[config.mk]
export PLATFORM = sky130hd
export DESIGN_NAME = load_hazard_scoreboard_flat
export DESIGN_NICKNAME = d
export VERILOG_FILES = /design/src/rtl/load_hazard_if.sv /design/src/rtl/load_hazard_scoreboard.sv /design/src/flat_wrapper.sv
export SDC_FILE = /design/constraint.sdc
export NUM_CORES = 1
export LEC_CHECK = 0
export ABC_AREA = 1
export CELL_PAD_IN_SITES_DETAIL_PLACEMENT = 1
export CELL_PAD_IN_SITES_GLOBAL_PLACEMENT = 1
export CORE_MARGIN = 3
export CORE_UTILIZATION = 42
export DETAILED_ROUTE_END_ITERATION = 16
export PLACE_DENSITY_LB_ADDON = 0.1
export SKIP_CTS_REPAIR_TIMING = 1
export SLEW_MARGIN = 30
export SYNTH_ARGS = -nofsm -noshare
export SYNTH_HDL_FRONTEND = slang
export SYNTH_SLANG_ARGS = --single-unit
export TNS_END_PERCENT = 50
[constraint.sdc]
create_clock -name clk -period 8.22 [get_ports clk]
set_input_delay 2.466 -clock clk [delete_from_list [all_inputs] [get_ports clk]]
set_output_delay 2.466 -clock clk [all_outputs]
set_load 0.005 [all_outputs]
[src/rtl/load_hazard_if.sv]
// Hazard-unit bundle: ID/EX decode fields and load responses in, stall and scoreboard status out.
interface load_hazard_if #(
   parameter int REG_W = 5,
   parameter int DEPTH = 4
);
   localparam int CNT_W = $clog2(DEPTH) + 1;

   logic             flush;
   logic             ex_issue;
   logic             ex_mem_read;
   logic [REG_W-1:0] ex_rd;
   logic             id_mem_read;
   logic             id_mem_write;
   logic [REG_W-1:0] id_rs1;
   logic [REG_W-1:0] id_rs2;
   logic [2:0]       id_valid_reg;
   logic             ld_resp_valid;
   logic             stall;
   logic             queue_full;
   logic [CNT_W-1:0] pending_count;
   logic             resp_err;

   modport master (
      output flush, ex_issue, ex_mem_read, ex_rd,
      output id_mem_read, id_mem_write, id_rs1, id_rs2, id_valid_reg,
      output ld_resp_valid,
      input  stall, queue_full, pending_count, resp_err
   );

   modport slave (
      input  flush, ex_issue, ex_mem_read, ex_rd,
      input  id_mem_read, id_mem_write, id_rs1, id_rs2, id_valid_reg,
      input  ld_resp_valid,
      output stall, queue_full, pending_count, resp_err
   );
endinterface

[src/rtl/load_hazard_scoreboard.sv]
// Load-use stall logic with an in-order FIFO scoreboard of outstanding load destinations.
module load_hazard_scoreboard #(
   parameter int REG_W       = 5,
   parameter int DEPTH       = 4,
   parameter int STORE_FWD   = 1,
   parameter int RESP_BYPASS = 1
) (
   input  logic        clk,
   input  logic        rst_n,
   load_hazard_if.slave bus
);
   localparam int PTR_W = $clog2(DEPTH);
   localparam int CNT_W = PTR_W + 1;

   logic [REG_W-1:0] entry_rd [DEPTH];
   logic [DEPTH-1:0] entry_valid;
   logic [PTR_W-1:0] head;
   logic [PTR_W-1:0] tail;
   logic [CNT_W-1:0] count;
   logic [CNT_W-1:0] count_next;
   logic             resp_err;
   logic             queue_full;
   logic             push;
   logic             pop;
   logic             load_use;
   logic             pending_hit;
   logic             full_stall;
   logic             unused_valid0;

   assign unused_valid0 = bus.id_valid_reg[0];

   // Register zero gates both source terms; store data is exempt when forwarded at MEM.
   function automatic logic match(input logic [REG_W-1:0] r,
                                  input logic [REG_W-1:0] rs1,
                                  input logic [REG_W-1:0] rs2,
                                  input logic [2:0]       vr,
                                  input logic             mem_write);
      logic rs2_exempt;
      rs2_exempt = (STORE_FWD != 0) && mem_write;
      return (r != '0) &&
             (((r == rs1) && vr[1]) || ((r == rs2) && vr[2] && !rs2_exempt));
   endfunction

   assign queue_full = (count == CNT_W'(DEPTH)) && !bus.ld_resp_valid;
   assign push       = bus.ex_issue && bus.ex_mem_read && !bus.flush && !queue_full;
   assign pop        = bus.ld_resp_valid && (count != '0);
   assign count_next = count + CNT_W'(push) - CNT_W'(pop);

   assign load_use   = bus.ex_mem_read && !bus.flush &&
                       match(bus.ex_rd, bus.id_rs1, bus.id_rs2, bus.id_valid_reg, bus.id_mem_write);
   assign full_stall = bus.id_mem_read && (count_next == CNT_W'(DEPTH));

   always_comb begin
      pending_hit = 1'b0;
      for (int i = 0; i < DEPTH; i++) begin
         if (entry_valid[i] &&
             !((RESP_BYPASS != 0) && bus.ld_resp_valid && (PTR_W'(i) == head)) &&
             match(entry_rd[i], bus.id_rs1, bus.id_rs2, bus.id_valid_reg, bus.id_mem_write)) begin
            pending_hit = 1'b1;
         end
      end
   end

   // On a full-queue push+pop head equals tail: the push set must win over the pop clear.
   always_ff @(posedge clk) begin
      if (!rst_n) begin
         head        <= '0;
         tail        <= '0;
         count       <= '0;
         resp_err    <= 1'b0;
         entry_valid <= '0;
      end else begin
         if (pop) begin
            entry_valid[head] <= 1'b0;
            head              <= head + PTR_W'(1);
         end
         if (push) begin
            entry_valid[tail] <= 1'b1;
            entry_rd[tail]    <= bus.ex_rd;
            tail              <= tail + PTR_W'(1);
         end
         count <= count_next;
         if (bus.ld_resp_valid && (count == '0)) begin
            resp_err <= 1'b1;
         end
      end
   end

   assign bus.stall         = load_use || pending_hit || full_stall;
   assign bus.queue_full    = queue_full;
   assign bus.pending_count = count;
   assign bus.resp_err      = resp_err;
endmodule

[src/flat_wrapper.sv]
// flat-port wrapper written by rule: the top's interface ports become plain ports
module load_hazard_scoreboard_flat 
#(
   parameter int REG_W       = 5,
   parameter int DEPTH       = 4,
   parameter int STORE_FWD   = 1,
   parameter int RESP_BYPASS = 1
)
  (clk, rst_n, bus_flush, bus_ex_issue, bus_ex_mem_read, bus_ex_rd, bus_id_mem_read, bus_id_mem_write, bus_id_rs1, bus_id_rs2, bus_id_valid_reg, bus_ld_resp_valid, bus_stall, bus_queue_full, bus_pending_count, bus_resp_err);
  load_hazard_if #(.REG_W(REG_W), .DEPTH(DEPTH)) bus_i ();
  input  logic clk;
  input  logic rst_n;
  input wire logic [$bits(bus_i.flush)-1:0] bus_flush;
  input wire logic [$bits(bus_i.ex_issue)-1:0] bus_ex_issue;
  input wire logic [$bits(bus_i.ex_mem_read)-1:0] bus_ex_mem_read;
  input wire logic [$bits(bus_i.ex_rd)-1:0] bus_ex_rd;
  input wire logic [$bits(bus_i.id_mem_read)-1:0] bus_id_mem_read;
  input wire logic [$bits(bus_i.id_mem_write)-1:0] bus_id_mem_write;
  input wire logic [$bits(bus_i.id_rs1)-1:0] bus_id_rs1;
  input wire logic [$bits(bus_i.id_rs2)-1:0] bus_id_rs2;
  input wire logic [$bits(bus_i.id_valid_reg)-1:0] bus_id_valid_reg;
  input wire logic [$bits(bus_i.ld_resp_valid)-1:0] bus_ld_resp_valid;
  output wire logic [$bits(bus_i.stall)-1:0] bus_stall;
  output wire logic [$bits(bus_i.queue_full)-1:0] bus_queue_full;
  output wire logic [$bits(bus_i.pending_count)-1:0] bus_pending_count;
  output wire logic [$bits(bus_i.resp_err)-1:0] bus_resp_err;
  assign bus_i.flush = bus_flush;
  assign bus_i.ex_issue = bus_ex_issue;
  assign bus_i.ex_mem_read = bus_ex_mem_read;
  assign bus_i.ex_rd = bus_ex_rd;
  assign bus_i.id_mem_read = bus_id_mem_read;
  assign bus_i.id_mem_write = bus_id_mem_write;
  assign bus_i.id_rs1 = bus_id_rs1;
  assign bus_i.id_rs2 = bus_id_rs2;
  assign bus_i.id_valid_reg = bus_id_valid_reg;
  assign bus_i.ld_resp_valid = bus_ld_resp_valid;
  assign bus_stall = bus_i.stall;
  assign bus_queue_full = bus_i.queue_full;
  assign bus_pending_count = bus_i.pending_count;
  assign bus_resp_err = bus_i.resp_err;
  load_hazard_scoreboard #(.REG_W(REG_W), .DEPTH(DEPTH), .STORE_FWD(STORE_FWD), .RESP_BYPASS(RESP_BYPASS)) u_core (.clk(clk), .rst_n(rst_n), .bus(bus_i));
endmodule
==> results.toml, run 1 <==
[synth]
synth_nets = 395
ys_ff_latch = 32
ys_types = 27
async_reset_ff_frac = 0
synthCells = 358
yosysSeqAreaShare = 0.363
synthFlopType = "edfxtp_1"
avgSynthCellArea_um2 = 6.47
synth_edf_count = 20
yosys_warnings = 0
synth_area_um2 = 2320

[floorplanning]
design.die.area_um2 = 6440
die_y_um = 80.3
rows = 26
top_level_ports = 32
start_util = 0.445
die_x_um = 80.3
core_area_um2 = 5200

[placement]
dpl.hpwl_um = 5790
port-buffer-count = 30
place_inst = 457
gp_congestion = 0.881

[finish]
final_cells = 465
nNetsFinal = 431
n_antenna_cell = 0
final_common_cell = "nand2_1"
final_util = 0.534
final_cell_mix = "nand2_1, inv_1, nor2_1"
drive_gt1_frac = 0.0430
syn_to_final_growth_pct = 20.1

[sta]
fmax_mhz = 131
setup_viol = 0
slew_headroom = 0.648
hold_viol = 0
skew_ps = 8.99
drv_slew = 0
fin_setup_tns_ps = 0
rsz0062_at_grt = "no"
fin_crit_sh = 0.929
final.min_clock_period_ps = 7630
worst_pin_slew_ps = 526

[critical_path]
slowest_stage = "clkdlybuf4s50_1"
crit_required_ps = 5750
crit_buf_inv = 4
crit_path_frequent_cell = "nor2_1"
worstPathCellList = "clkdlybuf4s50_1 > inv_1 > nor2_1 > ha_1 > inv_1 > ha_1 > fa_1 > nor2_1 > nand2_1 > nor2_1 > nor2_1 > nand2_1 > clkdlybuf4s50_1"
cp_max_fo = 5
critPathKind = "input pin to output pin"
crit_cells = 13
r2r-end = "u_core.bus.pending_count[2]$_SDFF_PN0_"
critPathLaunchType = "input pin"
cp-startpoint = "bus_ld_resp_valid"
slowest_delay_ps = 490
r2r-start = "u_core.bus.pending_count[1]$_SDFF_PN0_"
reg2reg_depth = 8
end_kind = "output pin"
ff2ff_setup_slack_ps = 6060
cp_top_family = "buffers and inverters"
crit_arrival_ps = 5170

[pwr]
ir_drop_mv = 0.142
p_sw_mw = 0.159
combPwrFrac = 0.336
p_sw_frac = 0.337
internal_power_mw = 0.314
clkPwrFrac = 0.242
seq_power_share = 0.421
leakage_nw = 1.42
fin_total_pwr_mw = 0.473
power.density_nw_per_um2 = 170

[detailed_routing]
wl_um = 7380
ant_nets = 0
vias = 2359
drt-initial-drc-count = 126
drc_errors = 0
wl_per_cell_um = 15.9
dr.pass1.iters = 4
vias_per_cell = 5.07

[clock_network]
numCtsBuffers = 5
clock_latency_ps = 280
cts-root-buf = "clkbuf_8"
cts_htree_levels = 2
cts_sinks = 32
cts_tree = "yes"
clockBufferDepth = 2
clk_pin_slew_ps = 70

[global_route]
grt_pass1_wl_um = 12200
grt_pass1_vias = 2505
antenna_found_initial = 0
grt_use_total = 0.257
grt_max_degree = 14
grt_overflow = 0

[hold_path]
holdCritPathClass = "flop to flop"
min_to = "u_core.bus.resp_err$_SDFFE_PN0P_"
min_from = "u_core.bus.resp_err$_SDFFE_PN0P_"
hold_depth = 1

[outcome]
status = "finished, final reports clean"

[run]
max-cap-violations = 0
## logic make-up after synthesis
family / after synthesis / synth area share
simple gates: 221 / 0.389
flops: 32 / 0.363
xor+xnor: 2 / 0.00756
fa+ha+maj: 11 / 0.0627
buf+inv: 62 / 0.102
compound gates: 30 / 0.0756
## registers in the layout (all words and copies together), names as in the netlist
name,flops
u_core.bus.resp_err,1
u_core.tail,2
u_core.entry_valid,4
u_core.bus.pending_count,3
u_core.entry_rd,20
u_core.head,2
## worst max-delay path by stage
stage                            to  slack (ps)
after detailed placement  bus_stall         610
after CTS                 bus_stall         600
after global placement    bus_stall         680
after floorplan           bus_stall        1840
final                     bus_stall         590
after global routing      bus_stall         400
## through the flow
step | setup slack [ps] | cell area, µm² | hold WS [ps]
finish | 587 | 2780 | 481
global route | 401 | 2780 | 519
CTS | 602 | 2780 | 487
detailed placement | 615 | 2700 | 471
global placement | 681 | 2700 | 448
floorplan | 1840 | 2320 | 459
## cell usage after synthesis (2+ instances only)
cell type  instances  area share
o21ai_2            4       0.015
nor3_1             4      0.0086
a21oi_1            7       0.015
inv_1             59       0.096
nand3_1           16       0.035
nand4_1            3      0.0081
nand2_1          140        0.23
nor2_1            52       0.084
xnor2_1            2      0.0076
edfxtp_1          20        0.26
o211ai_1           2      0.0065
ha_1              10       0.054
o21ai_0           14       0.030
dfxtp_1           12        0.10
## power by group through the flow
stage	registers, mW	logic [mW]	clock network (mW)
floorplan	0.201	0.0919	0
global placement	0.202	0.153	0
detailed placement	0.203	0.158	0
CTS	0.199	0.160	0.118
global route	0.201	0.181	0.125
finish	0.199	0.159	0.115
## worst reg2reg max path: stages (launching register included)
cell and delay, ps:
dfxtp_1 370, nor3_4 300, nor2_1 170, ha_1 300
inv_1 40, ha_1 200, fa_1 380, xnor2_1 220
nor2_1 60
## layout make-up
type | instances | area [µm²]
clock buffer | 7 | 76.3
clock inverter | 1 | 5.00
fill | 724 | 2420
inverter | 60 | 225
multi-input combinational | 264 | 1240
sequential | 32 | 841
tap | 70 | 87.6
timing repair buffer | 31 | 308
## routing by layer
metal  up-vias  wire length (µm)  track usage
li1       1172                 -            -
met1      1111              3330        0.337
met2        66              3480        0.444
met3        10               431       0.0303
met4         0               134       0.0693
met5         -                 0            0
Power figures use the tool's default switching activity.
==> inputs of run 2 (changes only) <==
Settings changed: CAP_MARGIN from default to 30.
==> results of run 2 <==
The final DEF is identical to that of run 1; final timing and power are the same.
